## src/rtl/stage_ctrl.sv

```systemverilog
// stage_ctrl: typing-game stage sequencer driving the boss-timer start enable,
// stage code, lives and win/game-over status.
module stage_ctrl #(
    parameter int TICK_DIV      = 2500000,
    parameter int INTRO_TICKS   = 4,
    parameter int HIT_PER_STAGE = 20,
    parameter int BOSS_STAGE    = 3,
    parameter int MAX_STAGE     = 5,
    parameter int LIVES         = 3
) (
    input  logic       clk,
    input  logic       rst,
    input  logic       key_start,
    input  logic       hit,
    input  logic       miss,
    input  logic       boss_pause,
    output logic [4:0] boss,
    output logic       start,
    output logic [2:0] lives,
    output logic       stage_clr,
    output logic       game_over,
    output logic       win
);
    localparam int DW = $clog2(TICK_DIV + 1);
    localparam int TW = $clog2(INTRO_TICKS + 1);
    localparam int HW = $clog2(HIT_PER_STAGE + 1);

    typedef enum logic [2:0] {IDLE, INTRO, PLAY, BOSS, OVER, WIN} state_t;

    state_t          state_q, state_d;
    logic [DW-1:0]   div_q, div_d;
    logic [TW-1:0]   ticks_q, ticks_d;
    logic [HW-1:0]   hits_q, hits_d;
    logic            armed_q, armed_d;
    logic [4:0]      boss_q, boss_d;
    logic            start_q, start_d;
    logic [2:0]      lives_q, lives_d;
    logic            clr_q, clr_d;
    logic            over_q, over_d;
    logic            win_q, win_d;

    logic tick, intro_done, running, miss_v, dead, clear, restart, last, enter_intro;

    always_comb begin
        tick       = div_q == DW'(TICK_DIV - 1);
        intro_done = state_q == INTRO && tick && ticks_q == TW'(INTRO_TICKS - 1);
        running    = state_q == PLAY || state_q == BOSS;
        miss_v     = running && miss;
        // a fatal miss beats any clear landing in the same cycle
        dead       = miss_v && lives_q == 3'd1;
        clear      = !dead && ((state_q == PLAY && hit && hits_q == HW'(HIT_PER_STAGE - 1)) ||
                               (state_q == BOSS && armed_q && boss_pause));
        restart    = key_start && (state_q == IDLE || state_q == OVER || state_q == WIN);
        last       = boss_q == 5'(MAX_STAGE);
    end

    always_ff @(posedge clk or posedge rst) begin
        if (rst)
            state_q <= IDLE;
        else
            state_q <= state_d;
    end

    always_comb begin
        state_d = state_q;
        if (restart)
            state_d = INTRO;
        else if (intro_done)
            state_d = boss_q == 5'(BOSS_STAGE) ? BOSS : PLAY;
        else if (dead)
            state_d = OVER;
        else if (clear)
            state_d = last ? WIN : INTRO;
    end

    always_comb begin
        enter_intro = state_d == INTRO && state_q != INTRO;
        div_d       = (enter_intro || tick) ? '0 : div_q + DW'(1);
        ticks_d     = enter_intro ? '0 : (state_q == INTRO && tick) ? ticks_q + TW'(1) : ticks_q;
        hits_d      = (restart || clear) ? '0 :
                      (state_q == PLAY && hit && hits_q != HW'(HIT_PER_STAGE)) ? hits_q + HW'(1) : hits_q;
        // the timer's first-cycle pause is latency, so only a pause after a low counts
        armed_d     = (restart || clear) ? 1'b0 : (state_q == BOSS && !boss_pause) ? 1'b1 : armed_q;
        boss_d      = restart ? 5'd1 : (clear && !last) ? boss_q + 5'd1 : boss_q;
        start_d     = intro_done ? 1'b1 : (dead || clear || restart) ? 1'b0 : start_q;
        lives_d     = restart ? 3'(LIVES) : miss_v ? lives_q - 3'd1 : lives_q;
        clr_d       = clear;
        over_d      = restart ? 1'b0 : dead ? 1'b1 : over_q;
        win_d       = restart ? 1'b0 : (clear && last) ? 1'b1 : win_q;
    end

    always_ff @(posedge clk or posedge rst) begin
        if (rst) begin
            div_q   <= '0;
            ticks_q <= '0;
            hits_q  <= '0;
            armed_q <= 1'b0;
            boss_q  <= 5'd0;
            start_q <= 1'b0;
            lives_q <= 3'(LIVES);
            clr_q   <= 1'b0;
            over_q  <= 1'b0;
            win_q   <= 1'b0;
        end else begin
            div_q   <= div_d;
            ticks_q <= ticks_d;
            hits_q  <= hits_d;
            armed_q <= armed_d;
            boss_q  <= boss_d;
            start_q <= start_d;
            lives_q <= lives_d;
            clr_q   <= clr_d;
            over_q  <= over_d;
            win_q   <= win_d;
        end
    end

    assign boss      = boss_q;
    assign start     = start_q;
    assign lives     = lives_q;
    assign stage_clr = clr_q;
    assign game_over = over_q;
    assign win       = win_q;
endmodule

```

## config.mk

```make
export PLATFORM = sky130hd
export DESIGN_NAME = stage_ctrl
export DESIGN_NICKNAME = d
export VERILOG_FILES = /design/src/rtl/stage_ctrl.sv
export SDC_FILE = /design/constraint.sdc
export NUM_CORES = 1
export LEC_CHECK = 0
export ABC_AREA = 1
export CORE_UTILIZATION = 63
export DETAILED_ROUTE_END_ITERATION = 7
export PLACE_DENSITY = 0.91
export SYNTH_ARGS = -nofsm -noshare
export SYNTH_HDL_FRONTEND = slang
export SYNTH_SLANG_ARGS = --single-unit
```

## constraint.sdc

```tcl
create_clock -name clk -period 3.75 [get_ports clk]
set_clock_uncertainty 0.15 [all_clocks]
set_input_delay 0.75 -clock clk [delete_from_list [all_inputs] [get_ports clk]]
set_output_delay 0.75 -clock clk [all_outputs]
set_load 0.005 [all_outputs]
```

==> metrics.txt, run 1 <==
post-route minimum period 2279 ps; TNS Setup 0 ps; Worst path max stage delay 560 ps; total gr overflow 0; DR pass1 iterations 4; status complete, no violations; vias in the first global route 2,038; Seq pwr share 61.1%; Synth Instances 354; critical path fanouts, max 3; Port Buf Inserts 17; layout cells sized above 1 5.600%; post-synthesis xor/xnor area fraction 5.955%; synthesized cell area 2648 µm²; Hold Crit Class reg2reg; cts hold-fix bufs 0; Root Buffer clkbuf_8; WP data required 2850 ps; Clk pwr share 37.1%; Post-Syn Area per Cell 7.479 µm²; FF-to-FF setup slack 1660 ps; top area cells in the synthesized netlist dfrtp_1, nand2_1, nor2_1; number of CTS-inserted buffers 5; worst-margin pin slew 931.4 ps; Crit Path Category reg2out; Net Sw Frac 22.09%; number of gates resized after CTS 0; Synth-to-Final Area Change 10.82%; global-route wire length before repair 9177 µm; CP delay by family, top flip-flops; ANT cells 0; DRC Markers 0; Setup Fix Bufs, Post-CTS 0; CTS tree done; final max-slew violation count 0; Crit path buffers/inverters 1; Final GP Congestion 0.9032; critical path launch point type register; clock insertion delay at the later pin of the skew report 310 ps; die area 4466 µm²; Setup Viol. Count Final 0; max_cap viols 0; Final Cycle Share 60.78%; Via density 5.256; fin area 2934 µm²; crit path cell chain clkdlybuf4s50_1; Synth Area in Simple Gates 34.69%; clk buf depth 2; worst IR drop on VDD 0.2485 mV; DRT antenna net count 0; Hold Fails Final Rpt 0; drt total wl 5507 µm; RSZ-0062 raised after global routing no; Critical Path AT 1380 ps; adder and majority gate portion of the synthesized area 4.253%; initial DRC count 164; DP Area 2848 µm²; Rel. slew slack 37.82%; post-synthesis compound-gate area fraction 3.355%; core area 4029 µm²; initial antenna violation count 0; Max H-tree Level 2; switching power 0.1792 mW; Post-DP HPWL 3992 µm; DIE WIDTH 66.83 µm; crit path capture type output port; total power 0.8113 mW; Wirelength per Cell 12.96 µm; main combinational cell family by area after synthesis simple AND/OR/NAND/NOR gates; mux share of post-synthesis cell area 0%; Net Count, Synth 369; slowest CP cell dfstp_2; Vias 2,234; Rows 23; Comb power frac 1.8%; largest net degree at the start of global routing 47; post-synthesis sequential area ratio 43.57%; Int Pwr 0.6321 mW; All-Layer GR Usage 27.59%; Sink Count 46; Clk pin slew, worst setup/hold paths 90 ps; PwrDens 276.5 nW/µm²; Die Ht 66.83 µm; static leakage 1.404 nW; synthesis-stage register bit count 46; nets 389; Cell variety after synth 26; Final Core Density 72.83%; Synth warnings 0; Top-Level Pins 18; Initial Util 65.71%; fmax 0.4388 GHz; Synth area leader dfrtp_1; post-synth top area share 41.59%
## layout make-up
cell class / count / area (µm²)
Multi-Input combinational cell: 255 / 1277
Sequential cell: 46 / 1154
Fill cell: 307 / 1095
Inverter: 49 / 183.9
Timing Repair Buffer: 17 / 170.2
Clock buffer: 6 / 72.57
Tap cell: 50 / 62.56
Clock inverter: 2 / 13.76
## state kept, by name, indices dropped and copies added, names as in the netlist, 3 cells and up
register  cells
ticks_q       3
hits_q        5
div_q        22
state_q       3
boss          5
lives         3
## logic make-up (layout without fill, tap and decap cells)
kind of cell               Yosys count  after routing
buffers and inverters               53             74
adders and majority gates            9              9
and+or+nand+nor                    212            212
AOI/OAI and AO/OA                   16             16
xor gates and xnor gates            18             18
DFF                                 46             46
## metrics by stage
| stage | hold slack (ps) | cells | setup WS [ps] |
|---|---|---|---|
| 3_5_place_dp | 346.7 | 417 | 1223 |
| 5_1_grt | 399.8 | 425 | 1429 |
| 4_1_cts | 367.8 | 425 | 1477 |
| 6_report | 363.7 | 425 | 1471 |
| 3_3_place_gp | 334.5 | 417 | 1275 |
| 2_1_floorplan | 318.7 | 354 | 1766 |
## Yosys cell counts
master and instances:
inv_1 48, nand4_1 10, buf_6 2, xor2_1 15, nor3_1 1, nor2_4 1
nand3b_1 1, a21oi_1 7, dfstp_2 2, nand2_2 4, o211ai_1 2, ha_1 9
nor2_1 79, inv_2 1, nand3_2 1, nand2_1 85, dfrtp_1 44, nand3_4 2
nor2_2 2, xnor2_1 3, a31oi_1 1, o21ai_0 5, o21bai_1 1, and3b_1 1
buf_2 2, nand3_1 25
## cell usage in the layout, fill, tap and decap left out, drive strengths merged, types with 2 or more instances in the layout
master	n
nand2	89
inv	49
ha	9
o21ai	5
xor2	15
nor2	82
dfstp	2
xnor2	3
clkdlybuf4s50	17
dfrtp	44
a21oi	7
clkbuf	6
nand3	28
nand4	10
o211ai	2
clkinv	2
## metal layers
| layer | GRT usage [%] | share of wire (%) |
|---|---|---|
| met1 | 38.39 | 45 |
| met2 | 43.81 | 48 |
| met3 | 4.623 | 5.1 |
| met4 | 8.245 | 1.9 |
| met5 | 0 | 0 |
## power groups by stage
stage          sequential (mW)  combinational (mW)  clock [mW]
4_1_cts                  0.496              0.0158       0.305
3_5_place_dp             0.505              0.0158           0
6_report                 0.496              0.0149       0.301
3_3_place_gp             0.505              0.0155           0
2_1_floorplan            0.505             0.00744           0
5_1_grt                  0.496              0.0177       0.318
## path summary, 6_finish.rpt
path	start	endpoint	cells past startpoint
min in group asynchronous	rst	state_q[2]	2
max in group asynchronous	rst	div_q[16]	2
worst min register to register	game_over	game_over	2
worst max register to register	div_q[0]	div_q[12]	8
worst max-delay path	lives[0]	lives[0]	1
worst min-delay path	game_over	game_over	2
(Power assumes the default switching activity.)
==> inputs of run 2 (changes only) <==
--- a/config.mk
+++ b/config.mk
@@ -6,9 +6,9 @@
 export NUM_CORES = 1
 export LEC_CHECK = 0
 export ABC_AREA = 1
-export CORE_UTILIZATION = 63
+export CORE_UTILIZATION = 59
 export DETAILED_ROUTE_END_ITERATION = 7
-export PLACE_DENSITY = 0.91
+export PLACE_DENSITY = 0.87
 export SYNTH_ARGS = -nofsm -noshare
 export SYNTH_HDL_FRONTEND = slang
 export SYNTH_SLANG_ARGS = --single-unit
==> constraint.sdc (replaced) <==
create_clock -name clk -period 2.18 [get_ports clk]
set_clock_uncertainty 0.15 [all_clocks]
set_input_delay 0.436 -clock clk [delete_from_list [all_inputs] [get_ports clk]]
set_output_delay 0.436 -clock clk [all_outputs]
set_load 0.005 [all_outputs]
==> metrics.txt, run 2 (same netlist as run 1, synthesis figures left out) <==
status complete, no violations; vias in the first global route 2,151 (+5.5%); Post-DP HPWL 4102 µm (+2.8%); Die Ht 68.99 µm (+3.2%); All-Layer GR Usage 26.77% (-0.81 points); most frequent cells in the layout nand2_1, nor2_1, inv_1; Final Cycle Share 90.27%; total gr overflow 0 (unchanged); dpl ws 111.1 ps (-1112 ps); DIE WIDTH 68.99 µm (+3.2%); R2R depth 8 (unchanged); Final Core Density 72.68% (-0.15 points); die area 4759 µm² (+6.6%); fmax 0.5082 GHz; number of CTS-inserted buffers 5 (unchanged); TNS Setup 0 ps (unchanged); number of gates resized after CTS 0 (unchanged); worst setup margin 212.1 ps (-1259 ps); Hold Crit Class in2async; post-route minimum period 1968 ps; placed insts 423 (+1.4%); cts hold-fix bufs 0 (unchanged); Wirelength per Cell 12.84 µm (-0.93%); Hold Slack 308.5 ps (-55.18 ps); Crit Path Category reg2reg; largest net degree at the start of global routing 28 (-40%); critical path fanouts, max 5 (+2); worst-margin pin slew 436.0 ps (-495.5 ps); clock insertion delay at the later pin of the skew report 290 ps (-20 ps); global-route wire length before repair 9418 µm (+2.6%); Final Non-Filler Cells 431 (+1.4%); critical path launch point type register; RSZ-0062 raised after global routing no; initial antenna violation count 0 (unchanged); Rel. slew slack 70.85% (+33 points); Via density 5.316 (+1.1%); ANT cells 0 (unchanged); CTS tree done; most frequent CP cell nand2_1; Worst path max stage delay 360 ps (-200 ps); Top-Level Pins 18 (unchanged); Largest Register div_q; drt total wl 5533 µm (+0.47%); CP delay by family, top simple AND/OR/NAND/NOR gates; PwrDens 498.3 nW/µm² (+80%); crit path capture type register; worst IR drop on VDD 0.5149 mV (+110%); Critical Path AT 2000 ps (+620 ps); clk buf depth 2 (unchanged); WP data required 2210 ps (-640 ps); nets 395 (+1.5%); static leakage 1.444 nW (+2.9%); layout filler cell count 327 (+6.5%); Setup Fix Bufs, Post-CTS 0 (unchanged); Synth-to-Final Area Change 13.75%; Worst path depth 8 (+7); initial DRC count 200 (+22%); max reg flops 22 (unchanged); DRC Markers 0 (unchanged); commonest non-fill, non-tap cell in the layout nand2_1; Max H-tree Level 2 (unchanged); Rows 23 (unchanged); layout cells sized above 1 6.824% (+1.2 points); Vias 2,291 (+2.6%); Setup Viol. Count Final 0 (unchanged); Sink Count 46 (unchanged); Hold Fails Final Rpt 0 (unchanged); DR pass1 iterations 4 (unchanged); final max-slew violation count 0 (unchanged); Crit path buffers/inverters 1 (unchanged); Final GP Congestion 0.9448 (+4.6%); max_cap viols 0 (unchanged); Clk pin slew, worst setup/hold paths 80 ps (about the same); Port Buf Inserts 17 (unchanged); crit path cell chain ha_1 -> nand2_1 -> nor2_2 -> inv_1 -> nor2_1 -> nand4_1 -> nand2_1 -> nand3_1; slowest CP cell dfrtp_1; Initial Util 63.89% (-1.8 points); DRT antenna net count 0 (unchanged); Root Buffer clkbuf_8; core area 4144 µm² (+2.9%)
[run 2: path summary, 6_finish.rpt]
kind,from,end,slack (ps)
setup / recovery,div_q[1],state_q[0],210
hold / removal,rst,hits_q[4],310
setup reg to reg,div_q[1],state_q[0],210
hold reg to reg,game_over,game_over,350
max in group asynchronous,rst,div_q[0],1080
min in group clk,game_over,game_over,350
[run 2: routing by layer]
metal / track usage (%) / vias to the layer above / routed length, µm / part of all wire [%]
met1: 38.24 / 1080 / 2675 / 48
met3: 5.099 / 10 / 285 / 5.2
met5: 0 / - / 0 / 0
met4: 8.418 / 0 / 63 / 1.1
met2: 40.78 / 59 / 2509 / 45
li1: - / 1142 / - / -
[run 2: report_power, final]
| group | internal (mW) | switching (mW) | leakage [nW] |
|---|---|---|---|
| sequential | 0.852 | 0 | 0.569 |
| combinational | 0.0117 | 0.0189 | 0.822 |
| clock | 0.343 | 0.274 | 0.0524 |
| total | 1.21 | 0.293 | 1.44 |
[run 2: layout make-up]
cell class / count / area (µm²) / area share (%)
Sequential cell: 46 / 1154 / 38.31
Inverter: 49 / 183.9 / 6.107
Clock buffer: 7 / 76.32 / 2.534
Timing Repair Buffer: 23 / 227.7 / 7.561
Clock inverter: 1 / 30.03 / 0.9971
Multi-Input combinational cell: 255 / 1277 / 42.42
Tap cell: 50 / 62.56 / 2.077
[run 2: stage by stage]
stage	total power, mW	area [µm²]
after floorplan	0.8823	2648
after global placement	0.9007	2905
after detailed placement	0.9016	2905
after CTS	1.517	3012
after global routing	1.557	3012
final	1.501	3012
==> inputs of run 3 (changes only) <==
--- a/config.mk
+++ b/config.mk
@@ -6,9 +6,12 @@
 export NUM_CORES = 1
 export LEC_CHECK = 0
 export ABC_AREA = 1
-export CORE_UTILIZATION = 59
+export CORE_UTILIZATION = 63
 export DETAILED_ROUTE_END_ITERATION = 7
-export PLACE_DENSITY = 0.87
+export DONT_BUFFER_PORTS = 1
+export PLACE_DENSITY = 0.86
+export RECOVER_POWER = 25
+export SLEW_MARGIN = 40
 export SYNTH_ARGS = -nofsm -noshare
 export SYNTH_HDL_FRONTEND = slang
 export SYNTH_SLANG_ARGS = --single-unit
==> metrics.txt, run 3 (same netlist as run 1, synthesis figures left out) <==
fmax 0.5048 GHz (-0.67%); Via density 5.478 (+3.1%); CP delay by family, top simple AND/OR/NAND/NOR gates; nets 374 (-5.3%); multi-input combinational cell area 1277 µm² (unchanged); All-Layer GR Usage 26.98% (+0.21 points); crit path capture type register; slowest CP cell dfrtp_1; DP Area 2693 µm² (-7.3%); largest net degree at the start of global routing 47 (+68%); initial DRC count 110 (-45%); Wirelength per Cell 13.30 µm (+3.6%); Synth-to-Final Area Change 5.766%; DIE WIDTH 66.83 µm (-3.1%); total power 1.504 mW (+0.24%); CTS tree done; layout cells sized above 1 6.111% (-0.71 points); Critical Path AT 2020 ps (+20 ps); Rows 23 (unchanged); critical path fanouts, max 5 (unchanged); max reg flops 22 (unchanged); Rel. slew slack 25.44% (-45 points); RSZ-0062 raised after global routing no; fin area 2800 µm² (-7.0%); commonest non-fill, non-tap cell in the layout nand2_1; initial antenna violation count 0 (unchanged); Crit Path Category reg2reg; Root Buffer clkbuf_8; die area 4466 µm² (-6.2%); Final GP Congestion 0.9444 (about the same); DR pass1 iterations 7 (+3); Die Ht 66.83 µm (-3.1%); Top-Level Pins 18 (unchanged); number of CTS-inserted buffers 5 (unchanged); crit path cell chain ha_1 -> nand2_1 -> nor2_2 -> inv_1 -> nor2_1 -> nand4_1 -> nand2_1 -> nand3_1; DRT antenna net count 0 (unchanged); static leakage 1.355 nW (-6.2%); most frequent CP cell nand2_1; Max H-tree Level 2 (unchanged); drt total wl 5451 µm (-1.5%); core area 4029 µm² (-2.8%); TNS Setup 0 ps (unchanged); Sink Count 46 (unchanged); final max-slew violation count 0 (unchanged); clock insertion delay at the later pin of the skew report 310 ps (+20 ps); cts hold-fix bufs 0 (unchanged); Hold Crit Class in2reg; critical path launch point type register; Port Buf Inserts 0 (-17); status complete, no violations; clk buf depth 2 (unchanged); Setup Viol. Count Final 0 (unchanged); dpl ws 231.3 ps (+120.3 ps); Final Cycle Share 90.87% (+0.60 points); worst-margin pin slew 1118 ps (+682.5 ps); Post-DP HPWL 4107 µm (+0.12%); vias in the first global route 2,008 (-6.6%); global-route wire length before repair 8756 µm (-7.0%); Largest Register div_q; Sequential Area 1154 µm² (unchanged); Crit path buffers/inverters 1 (unchanged); Worst path max stage delay 410 ps (+50 ps); total gr overflow 0 (unchanged); Hold Fails Final Rpt 0 (unchanged); worst setup margin 198.9 ps (-13.19 ps); post-route minimum period 1981 ps (+13.19 ps); Setup Fix Bufs, Post-CTS 0 (unchanged); most frequent cells in the layout nand2_1, nor2_1, inv_1; PwrDens 537.2 nW/µm² (+7.8%); DRC Markers 0 (unchanged); Vias 2,246 (-2.0%); max_cap viols 0 (unchanged); layout filler cell count 319 (-2.4%); WP data required 2220 ps (about the same); number of gates resized after CTS 0 (unchanged); Clk pin slew, worst setup/hold paths 90 ps (about the same); worst IR drop on VDD 0.3643 mV (-29%); Initial Util 65.71% (+1.8 points); ANT cells 0 (unchanged)
[run 3: changes by cell type in the layout (fill, tap and decap cells not counted), sizes merged]
cell / change
buf: -5
clkinvlp: +1
clkdlybuf4s50: -17
[run 3: final timing paths]
kind | start | to | slack, ps | depth (start not counted)
min reg2reg | div_q[0] | div_q[0] | 360 | 1
min in group asynchronous | rst | stage_clr | 220 | 2
min | miss | lives[1] | 200 | 2
max in group asynchronous | rst | div_q[0] | 980 | 2
max | div_q[0] | state_q[0] | 200 | 8
max reg2reg | div_q[0] | state_q[0] | 200 | 8
[run 3: power by group]
group	leakage, nW	switching [mW]	total (mW)	internal, mW
registers	0.569	0	0.853	0.853
clock network	0.0514	0.293	0.635	0.342
logic	0.734	0.0161	0.0169	0.000863
[run 3: per-layer routing]
metal / share of wire [%] / up-vias / global-route usage, %
met3: 6.8 / 13 / 7.877
met1: 43 / 1049 / 35.29
met4: 1.9 / 0 / 11.70
li1: - / 1107 / -
met2: 48 / 77 / 41.29
met5: 0 / - / 0
[run 3: per-stage QoR]
stage / std cells / utilization, % / hold WS (ps)
2_1_floorplan: 354 / - / 318.7
3_3_place_gp: 402 / 66.83 / 338.5
3_5_place_dp: 402 / 66.83 / 348.0
4_1_cts: 410 / 69.57 / 16.62
5_1_grt: 410 / 69.50 / 207.1
6_report: 410 / 69.50 / 197.5
[run 3: final cells by class]
class	count	area share, %
clock inverter	2	1.340
multi-input combinational	255	45.62
tap	50	2.234
timing repair buffer	2	0.4468
inverter	49	6.568
clock buffer	6	2.592
sequential	46	41.20
